[config.mk]
export PLATFORM = sky130hd
export DESIGN_NAME = arp_tx_engine
export DESIGN_NICKNAME = d
export VERILOG_FILES = /design/src/rtl/arp_tx_engine.sv
export SDC_FILE = /design/constraint.sdc
export NUM_CORES = 1
export LEC_CHECK = 0
export BUFFER_PORTS_ARGS = -buffer_cell sky130_fd_sc_hd__buf_2
export CELL_PAD_IN_SITES_DETAIL_PLACEMENT = 0
export CELL_PAD_IN_SITES_GLOBAL_PLACEMENT = 1
export CORE_MARGIN = 2
export CORE_UTILIZATION = 34
export CTS_CLUSTER_DIAMETER = 200
export CTS_CLUSTER_SIZE = 40
export DETAILED_ROUTE_END_ITERATION = 12
export PLACE_DENSITY = 0.88
export SLEW_MARGIN = 20
export SYNTH_ARGS = -nofsm -noshare
export SYNTH_HDL_FRONTEND = slang
export SYNTH_SLANG_ARGS = --single-unit
[constraint.sdc]
create_clock -name clk -period 1.8 [get_ports clk]
set_input_delay 0.09 -clock clk [delete_from_list [all_inputs] [get_ports clk]]
set_output_delay 0.09 -clock clk [all_outputs]
set_load 0.005 [all_outputs]
[src/rtl/arp_tx_engine.sv]
// arp_tx_engine: serialises ARP replies and gratuitous ARP announcements onto a
// BYTES-wide MAC beat stream with byte-enable/last framing and a fixed inter-frame gap.
//
// Optional feature macro: ARP_TX_PAD_EN. When defined, frames are padded with zero bytes to
// the 60-byte Ethernet minimum; when undefined, frames are 42 bytes and no pad logic exists.
//
// Ports:
//   clk, rst             single clock, synchronous active-high reset
//   hw_addr_i, ip_addr_i local MAC / IPv4 address, latched when a frame is accepted
//   arp_req_pkt_i        parsed ARP request; arp_req_pkt_valid_i / arp_req_pkt_ack_o pop it
//   garp_req_i           level request for a gratuitous ARP; garp_ack_o strobes on accept
//   mac_data_o           beat data, lane 0 = earliest byte on the wire
//   mac_keep_o           per-lane byte enable, contiguous from lane 0
//   mac_last_o           final beat of a frame
//   mac_valid_o          beat valid; mac_ack_i accepts it
//   busy_o               engine not idle
//   tx_cnt_o             completed frame count, wraps

package arp_tx_pkg;
  typedef struct packed {
    logic [47:0] dst_mac;
    logic [47:0] src_mac;
    logic [15:0] eth_type;
    logic [15:0] hw_type;
    logic [15:0] proto_type;
    logic [7:0]  hw_len;
    logic [7:0]  proto_len;
    logic [15:0] opcode;
    logic [47:0] sender_mac;
    logic [31:0] sender_ip;
    logic [47:0] target_mac;
    logic [31:0] target_ip;
  } ether_arp_frame_t;
endpackage

module arp_tx_engine
  import arp_tx_pkg::*;
#(
  parameter int unsigned BYTES      = 1,
  parameter int unsigned IFG_CYCLES = 12,
  parameter int unsigned CNT_W      = 16
) (
  input  logic                 clk,
  input  logic                 rst,
  input  logic [47:0]          hw_addr_i,
  input  logic [31:0]          ip_addr_i,
  input  ether_arp_frame_t     arp_req_pkt_i,
  input  logic                 arp_req_pkt_valid_i,
  output logic                 arp_req_pkt_ack_o,
  input  logic                 garp_req_i,
  output logic                 garp_ack_o,
  output logic [8*BYTES-1:0]   mac_data_o,
  output logic [BYTES-1:0]     mac_keep_o,
  output logic                 mac_last_o,
  output logic                 mac_valid_o,
  input  logic                 mac_ack_i,
  output logic                 busy_o,
  output logic [CNT_W-1:0]     tx_cnt_o
);

`ifdef ARP_TX_PAD_EN
  localparam int unsigned FrameLen = 60;
`else
  localparam int unsigned FrameLen = 42;
`endif

  localparam int unsigned ArpBits  = $bits(ether_arp_frame_t);
  localparam int unsigned NumBeats = (FrameLen + BYTES - 1) / BYTES;
  localparam int unsigned BeatW    = 8 * BYTES;
  // Buffer is a whole number of beats; bytes past FrameLen stay zero.
  localparam int unsigned BufW     = NumBeats * BeatW;
  localparam int unsigned LastLen  = FrameLen - (NumBeats - 1) * BYTES;
  localparam logic [BYTES-1:0] LastKeep = BYTES'((64'd1 << LastLen) - 64'd1);

  localparam int unsigned BeatCntW = (NumBeats > 1) ? $clog2(NumBeats) : 1;
  localparam logic [BeatCntW-1:0] LastBeat = BeatCntW'(NumBeats - 1);

  localparam int unsigned GapMax = (IFG_CYCLES == 0) ? 0 : IFG_CYCLES - 1;
  localparam int unsigned GapW   = (GapMax > 0) ? $clog2(GapMax + 1) : 1;
  localparam logic [GapW-1:0] GapLast = GapW'(GapMax);

  typedef enum logic [1:0] {StIdle, StSend, StGap} state_e;

  state_e              state_q, state_d;
  logic [BeatCntW-1:0] beat_q, beat_d;
  logic [GapW-1:0]     gap_q, gap_d;
  logic [BufW-1:0]     buf_q, buf_d;
  logic [CNT_W-1:0]    cnt_q, cnt_d;

  ether_arp_frame_t reply_frame, garp_frame;

  // Fields of the request that the reply never echoes.
  logic unused_req_fields;
  assign unused_req_fields = ^{arp_req_pkt_i.dst_mac, arp_req_pkt_i.eth_type,
                               arp_req_pkt_i.hw_type, arp_req_pkt_i.proto_type,
                               arp_req_pkt_i.hw_len, arp_req_pkt_i.proto_len,
                               arp_req_pkt_i.opcode, arp_req_pkt_i.target_mac,
                               arp_req_pkt_i.target_ip};

  always_comb begin
    reply_frame            = '0;
    reply_frame.dst_mac    = arp_req_pkt_i.src_mac;
    reply_frame.src_mac    = hw_addr_i;
    reply_frame.eth_type   = 16'h0806;
    reply_frame.hw_type    = 16'h0001;
    reply_frame.proto_type = 16'h0800;
    reply_frame.hw_len     = 8'd6;
    reply_frame.proto_len  = 8'd4;
    reply_frame.opcode     = 16'h0002;
    reply_frame.sender_mac = hw_addr_i;
    reply_frame.sender_ip  = ip_addr_i;
    reply_frame.target_mac = arp_req_pkt_i.sender_mac;
    reply_frame.target_ip  = arp_req_pkt_i.sender_ip;

    garp_frame            = reply_frame;
    garp_frame.dst_mac    = 48'hFFFF_FFFF_FFFF;
    garp_frame.opcode     = 16'h0001;
    garp_frame.target_mac = 48'h0;
    garp_frame.target_ip  = ip_addr_i;
  end

  always_comb begin
    state_d           = state_q;
    beat_d            = beat_q;
    gap_d             = gap_q;
    buf_d             = buf_q;
    cnt_d             = cnt_q;
    arp_req_pkt_ack_o = 1'b0;
    garp_ack_o        = 1'b0;

    unique case (state_q)
      StIdle: begin
        // Reply has priority; a pending announcement simply waits.
        if (arp_req_pkt_valid_i) begin
          arp_req_pkt_ack_o = 1'b1;
          buf_d             = BufW'(reply_frame) << (BufW - ArpBits);
          beat_d            = '0;
          state_d           = StSend;
        end else if (garp_req_i) begin
          garp_ack_o = 1'b1;
          buf_d      = BufW'(garp_frame) << (BufW - ArpBits);
          beat_d     = '0;
          state_d    = StSend;
        end
      end
      StSend: begin
        if (mac_ack_i) begin
          buf_d = buf_q << BeatW;
          if (beat_q == LastBeat) begin
            cnt_d   = cnt_q + CNT_W'(1);
            gap_d   = '0;
            state_d = (IFG_CYCLES == 0) ? StIdle : StGap;
          end else begin
            beat_d = beat_q + BeatCntW'(1);
          end
        end
      end
      StGap: begin
        if (gap_q == GapLast) begin
          state_d = StIdle;
        end else begin
          gap_d = gap_q + GapW'(1);
        end
      end
      default: state_d = StIdle;
    endcase
  end

  always_ff @(posedge clk) begin
    if (rst) begin
      state_q <= StIdle;
      beat_q  <= '0;
      gap_q   <= '0;
      buf_q   <= '0;
      cnt_q   <= '0;
    end else begin
      state_q <= state_d;
      beat_q  <= beat_d;
      gap_q   <= gap_d;
      buf_q   <= buf_d;
      cnt_q   <= cnt_d;
    end
  end

  // Top byte of the buffer is the next byte on the wire and goes to lane 0.
  always_comb begin
    mac_data_o = '0;
    for (int i = 0; i < BYTES; i++) begin
      mac_data_o[8*i +: 8] = buf_q[BufW-1-8*i -: 8];
    end
  end

  assign mac_valid_o = (state_q == StSend);
  assign mac_last_o  = mac_valid_o && (beat_q == LastBeat);
  assign mac_keep_o  = !mac_valid_o ? '0 : (mac_last_o ? LastKeep : {BYTES{1'b1}});
  assign busy_o      = (state_q != StIdle);
  assign tx_cnt_o    = cnt_q;

endmodule

### Yosys cells after proc, flatten, opt, wreduce, memory -nomap -nowiden

Index checks and enable logic that the tools add are counted.

| word-level totals | value |
|---|---|
| output and inout bits | 30 |
| register bits after elaboration | 364 |

| cells by class | value |
|---|---|
| reduce and logical (&&, ||, !) cells | 10 |
| equal/unequal tests | 10 |
| muxes and demuxes | 25 |
| add/subtract/negate cells | 3 |

Operators with widths:

| operator | number |
|---|---|
| two-way mux 336 bit | 3 |
| case mux 336 bit (2 select lines) | 1 |
| two-way mux 6 bit | 4 |
| adder 16 x 1 -> 16 bit, second input constant | 1 |
| two-way mux 4 bit | 3 |
| case mux 6 bit (2 select lines) | 1 |
| AND reduction 4 bit | 3 |
| two-way mux 2 bit | 5 |
| case mux 4 bit (2 select lines) | 1 |
| adder 6 x 1 -> 6 bit, second input constant | 1 |
| equality test 6 bit, second input constant | 1 |
| two-way mux 1 bit | 6 |
| inequality test 2 bit, second input constant | 3 |
| case mux 2 bit (3 select lines) | 1 |
| AND reduction 3 bit | 2 |
| nonzero test 2 bit | 3 |
| adder 4 x 1 -> 4 bit, second input constant | 1 |
| equality test 4 bit, second input constant | 1 |
| inequality test 2 x 1 -> 1 bit, second input constant | 2 |
| inequality test 3 bit, second input constant | 1 |
| equality test 2 x 1 -> 1 bit, second input constant | 1 |
| equality test 2 bit, second input constant | 1 |
| zero test 2 bit | 1 |
| logical AND 1 bit | 1 |

### Longest topological paths before layout

Gate-level depths: netlist (run 1).

| depth | value |
|---|---|
| depth after elaboration | 4 |
| mapped depth | 8 |

### Worst setup path before layout (run 1)

No wires, ideal clock.

| timing | value |
|---|---|
| path type | register to register |
| from | reg beat_q[2] |
| to | reg cnt_q[14], in the netlist tx_cnt_o[14] |
| setup time | 0.070 ns |
| data arrival time | 1.886 ns |
| cell stages (with the launch flop) | 6 |
| setup slack | -0.156 ns |
| path through | dfxtp_1 or3b_4 or3_4 buf_6 or4_1 a21oi_1 |

| between the ends | value |
|---|---|
| longest elaborated chain between the ends | 2 |

Ends and longest elaborated chain:

| item | line | RTL |
|---|---|---|
| start, declared | 85 | `logic [BeatCntW-1:0] beat_q, beat_d;` |
| start signal, assigned | 178 | `beat_q <= beat_d;` |
| equality test 6 bit | 149 | `if (beat_q == LastBeat) begin` |
| AND reduction 3 bit (no line) | -- |  |
| end signal, assigned | 181 | `cnt_q <= cnt_d;` |
| end, declared | 88 | `logic [CNT_W-1:0] cnt_q, cnt_d;` |

No other way between the ends.
A chain may end at the register's enable or synchronous reset.

### Final worst setup path (run 1)

| timing | value |
|---|---|
| from | reg beat_q[2] |
| to | reg cnt_q[6], in the netlist tx_cnt_o[6] |

Same word-level chain as after synthesis.

==> flow_summary.yaml, run 1 <==
outcome:
  status: "finished, violations left"
  violations: "negative setup slack"
logic_synthesis:
  synth_edf_count: 0
  yosys-top-cells-area: "dfxtp_1 48%, a311oi_1 10%, nand2_1 8.1%"
  syn_avg_cell_area_um2: 8.25
  syn_inst: 1846
  ys.flop_type: "dfxtp_1"
  ys_ff_latch: 364
  netlist_area_um2: 15200
  yosysTopAreaCellShare: 0.479
  synthDistinctLibCells: 40
  ys_seq_area_frac: 0.479
  synthesis.nets: 2271
  synth_warnings: 0
  synthArstFlopShare: 0
  synth_top_area_cell: "dfxtp_1"
cts:
  clkTransAtPathRegs_ns: 0.15
  clock_path_buffers: 3
  clock_latency_ns: 0.54
  cts_inserted_buffers: 13
  clockRootBuffer: "clkbuf_16"
  clock-sinks: 364
  cts_max_level: 1
  tritoncts: "yes"
floorplan:
  start_util: 0.344
  ios: 451
  die_h_um: 216
  row_count: 77
  core-area_um2: 44200
  die_x_um: 216
  die-area_um2: 46500
global_routing:
  overflow: 0
  antenna_found_initial: 6
  grt.total_usage: 0.193
  grt_pass1_wl_um: 74000
  grt_max_degree: 110
  grt_pass1_vias: 13600
detailed_routing:
  drc: 0
  routed_wl_um: 49000
  drtIter0Drc: 1509
  route.vias.total: 15100
  ant_nets: 0
  via_per_inst: 5.41
  dr.pass1.iters: 5
  wl_per_cell_um: 17.6
setup_path:
  crit_fanout: 5
  crit_path_end_kind: "register"
  required_ns: 2.28
  r2r_slack_ns: -0.10
  cp.arrival_ns: 2.38
  critPathKind: "reg2reg"
  start_kind: "register"
place:
  dpl.hpwl_um: 31500
  gp_congestion: 0.811
  portBuffers: 242
  dp_slack_ns: -0.107
  placed_cells: 2564
sta:
  finClkSkew_ns: 0.0772
  setup_viol: 13
  fin_crit_sh: 1.06
  max_slew_margin: 0.473
  rsz0062_at_grt: "yes"
  worst_pin_slew_ns: 0.791
  holdWs_ns: 0.0149
  min_period_ns: 1.90
  finalWorstSetupSlack_ns: -0.100
  drv_slew: 0
  hold_viol_final: 0
  max_freq_mhz: 526
power_and_ir_drop:
  ir_drop_uv: 637
  p_leak_nw: 7.84
  p_per_area_nw_per_um2: 814
  power_mw: 16.5
finish:
  syn_to_final_growth_pct: 33.1
  finalNetCount: 2622
  final_common_cell: "dfxtp_1"
  drive_gt1_frac: 0.199
  fin_cells: 2792
  final_cell_mix: "360 x dfxtp_1, 328 x nand2_1, 298 x nor2_1"
min_path:
  hp-class: "in2reg"
job:
  maxCapViolations: 0
[where the power goes]
group          total, mW  leakage, nW  internal [mW]  switching, mW
Clock               3.90        0.176           1.37           2.53
Sequential          9.08         3.00           8.72          0.361
Combinational       3.51         4.67           1.63           1.88
[routing by layer]
layer  part of all wire  GRT usage  vias up
met1               0.48      0.284     7195
met3              0.066     0.0265       57
met2               0.44      0.301      525
met5            0.00090          0        -
met4              0.018     0.0386        6
li1                   -          -     7313
[logic make-up (layout without fill, tap and decap cells)]
| kind of cell | Yosys count | count (layout) | synth area share |
|---|---|---|---|
| flip-flops | 364 | 364 | 0.479 |
| AO/OA/AOI/OAI | 422 | 422 | 0.211 |
| XOR/XNOR | 3 | 3 | 0.00173 |
| AND/OR/NAND/NOR | 820 | 822 | 0.229 |
| multiplexers | 32 | 32 | 0.0237 |
| adder cells (fa/ha/maj) | 4 | 4 | 0.00329 |
| buffers and inverters | 201 | 550 | 0.0532 |
| other | 0 | 3 | 0 |
[synthesized netlist by cell type (all sizes together), types with 26 or more instances]
cell type,number
mux2,32
buf,26
a22oi,70
nor3,37
o211ai,50
clkbuf,170
nor2,298
a21oi,75
nand2,328
or3,53
a311oi,178
dfxtp,364
nand3,64
[stage by stage]
stage / setup TNS, ns / util / cell area (um^2)
detailed placement: -1.01 / 0.394 / 17400
finish: -0.541 / 0.458 / 20300
global route: -3.38 / 0.458 / 20300
global placement: -0.770 / 0.394 / 17400
floorplan: -0.372 / - / 15200
CTS: -0.592 / 0.447 / 19800
[sequential cells by signal, summed over array words and instances (netlist names)]
signal / flops
state_q: 2
gap_q: 4
beat_q: 6
tx_cnt_o: 16
buf_q: 336
[timing repair]
action,in CTS,in global routing
pin swaps,6,13
setup buffers,4,10
cloned,3,10
endpoints found under the setup margin,72,204
endpoints found under the hold margin,231,0
gates resized for setup,18,38
hold buffers,183,0
[cell type report]
type	instances	area, um^2
diodes	3	7.51
clock inverters	2	38.8
inverters	5	31.3
flip-flops and latches	364	7300
repair buffers	530	4520
well taps	592	741
fillers	4243	24000
multi-input cells	1283	7300
clock buffers	13	325
[worst max-delay path, cell delays in order, from the launching register on]
cell,delay (ns)
dfxtp_2,0.35
or3b_4,0.42
or3_4,0.42
or4_4,0.53
a21oi_2,0.12
[final timing paths]
check / start / end / depth (start not counted)
worst min register to register: buf_q[43]$_SDFFE_PP0P_ / buf_q[51]$_SDFFE_PP0P_ / 2
worst min-delay path: arp_req_pkt_i[81] / buf_q[1]$_SDFFE_PP0P_ / 4
worst max-delay path: beat_q[2]$_SDFFE_PP0P_ / tx_cnt_o[6]$_SDFFE_PP0P_ / 4
worst max register to register: beat_q[2]$_SDFFE_PP0P_ / tx_cnt_o[6]$_SDFFE_PP0P_ / 4
No activity file was read; power rests on OpenSTA's default activity.
==> inputs of run 2 (changes only) <==
--- a/config.mk
+++ b/config.mk
@@ -8,6 +8,7 @@
 export BUFFER_PORTS_ARGS = -buffer_cell sky130_fd_sc_hd__buf_2
 export CELL_PAD_IN_SITES_DETAIL_PLACEMENT = 0
 export CELL_PAD_IN_SITES_GLOBAL_PLACEMENT = 1
+export CORE_ASPECT_RATIO = 0.75
 export CORE_MARGIN = 2
 export CORE_UTILIZATION = 34
 export CTS_CLUSTER_DIAMETER = 200
==> run 2 against run 1 <==
The flow still finishes with violations (negative setup slack). Register-to-register slack worse by 0.02 ns. Setup slack worse by 0.017 ns. Clock power barely moved. Core utilization is 1.7 points higher. Critical path depth increased by 1. Clock skew decreased by 0.0046 ns. Largest cell class unchanged. Largest power group unchanged. Highest routed layer unchanged.
==> flow_summary.yaml, run 2 (synthesized netlist as in run 1, its figures left out) <==
place:
  dpl-instance-area_um2: 17500
  dp_slack_ns: -0.100
  dpl.hpwl_um: 33000
  placed_cells: 2566
  gp_congestion: 0.858
  portBuffers: 242
setup_path:
  crit_path_end_kind: "register"
  required_ns: 2.22
  cp_top_family: "simple AND/OR/NAND/NOR gates"
  critPathMaxStageDelay_ns: 0.46
  regToRegStartpoint: "beat_q[2]$_SDFFE_PP0P_"
  crit_fanout: 8
  worstReg2RegEnd: "tx_cnt_o[4]$_SDFFE_PP0P_"
  cp.depth: 5
  critPathBufInv: 1
  critPathKind: "reg2reg"
  reg2reg_depth: 5
  start_kind: "register"
  cp.arrival_ns: 2.34
  slowest_stage: "or3_4"
  crit_path_cell_trace: "or3b_4 > or3_4 > buf_4 > o31ai_1 > a21oi_2"
  r2r_slack_ns: -0.12
cts:
  clock-sinks: 364
  clock_path_buffers: 3
  clkTransAtPathRegs_ns: 0.16
  clockRootBuffer: "clkbuf_16"
  tritoncts: "yes"
  cts_max_level: 1
  clock_latency_ns: 0.53
  cts_inserted_buffers: 13
sta:
  finClkSkew_ns: 0.0725
  max_freq_mhz: 522
  rsz0062_at_grt: "yes"
  worst_pin_slew_ns: 0.473
  drv_slew: 0
  hold_viol_final: 0
  setup_viol: 13
  finalWorstSetupSlack_ns: -0.117
  tns_ns: -0.901
  fin_crit_sh: 1.07
  max_slew_margin: 0.685
  holdWs_ns: 0.0167
  min_period_ns: 1.92
finish:
  final_common_cell: "dfxtp_1"
  fin_cells: 2821
  fin_area_um2: 21100
  final_cell_mix: "360 x dfxtp_1, 327 x nand2_1, 294 x nor2_1"
  syn_to_final_growth_pct: 38.6
  largest_register_ff_count: 336
  drive_gt1_frac: 0.229
  largest-register: "buf_q"
  finalNetCount: 2650
  fin_util: 0.475
global_routing:
  overflow: 0
  grt_pass1_wl_um: 75900
  grt_pass1_vias: 14000
  grt.total_usage: 0.200
  antenna_found_initial: 14
  grt_max_degree: 72
min_path:
  hp-class: "in2reg"
  holdPathEnd: "buf_q[3]$_SDFFE_PP0P_"
  holdPathStages: 4
  worstHoldStart: "arp_req_pkt_i[83]"
detailed_routing:
  ant_nets: 0
  drtIter0Drc: 1333
  via_per_inst: 5.52
  routed_wl_um: 53500
  wl_per_cell_um: 19.0
  dr.pass1.iters: 6
  drc: 0
  route.vias.total: 15600
floorplan:
  row_count: 67
  core-area_um2: 44400
  start_util: 0.343
  die_h_um: 187
  ios: 451
  die_x_um: 248
  die-area_um2: 46500
job:
  maxCapViolations: 0
power_and_ir_drop:
  ir_drop_uv: 615
  power_mw: 17.0
  p_per_area_nw_per_um2: 803
  p_leak_nw: 8.16
outcome:
  violations: "negative setup slack"
  status: "finished, violations left"
==> run 2: cell count changes in the layout (fill, tap and decap cells not counted), sizes merged <==
cell	before	now
buf	336	359
clkbuf	23	33
diode	3	11
dlygate4sd3	183	178
inv	5	4
==> run 2: worst max path at each step <==
stage                            from                        end  slack (ns)
2_1_floorplan  beat_q[2]$_SDFFE_PP0P_  tx_cnt_o[12]$_SDFFE_PP0P_       -0.09
3_3_place_gp   beat_q[5]$_SDFFE_PP0P_  tx_cnt_o[11]$_SDFFE_PP0P_       -0.09
3_5_place_dp   beat_q[5]$_SDFFE_PP0P_   tx_cnt_o[8]$_SDFFE_PP0P_       -0.10
4_1_cts        beat_q[2]$_SDFFE_PP0P_                 mac_last_o       -0.13
5_1_grt        beat_q[5]$_SDFFE_PP0P_                 mac_last_o       -0.14
6_report       beat_q[2]$_SDFFE_PP0P_   tx_cnt_o[4]$_SDFFE_PP0P_       -0.12
==> run 2: what timing repair did <==
action                     4_1_cts  5_1_grt
gates cloned                     1       26
pin swaps                        0       44
resized for setup               12      102
hold buffers                   178        0
hold endpoints to repair       251        0
setup buffers                    4       22
setup endpoints to repair      111      227
==> run 2: area by class of cell <==
type                       instances  area (um^2)
fill                            4139        23300
multi-input combinational       1283         7550
sequential                       364         7290
timing repair buffer             558         5110
tap                              586          733
clock buffer                      13          325
inverter                           5         31.3
clock inverter                     1         30.0
antenna                           11         27.5
==> run 2: power by group <==
group	internal [mW]	total [mW]	switching (mW)	leakage [nW]
registers	8.72	9.10	0.380	3.00
clock network	1.36	3.90	2.54	0.172
logic	1.90	3.96	2.06	4.99
==> run 2: tightest hold or removal path: cells and delay by family <==
kind | cells | cell delay (ns)
buffers and inverters | 1 | 0.08
and+or+nand+nor | 1 | 0.08
AOI/OAI and AO/OA | 1 | 0.14
muxes | 1 | 0.13
==> run 2: layer usage <==
metal / vias up / part of all wire / global-route usage
li1: 7398 / - / -
met3: 84 / 0.080 / 0.0333
met5: - / 0.00075 / 0
met4: 6 / 0.017 / 0.0359
met2: 642 / 0.43 / 0.302
met1: 7435 / 0.48 / 0.301
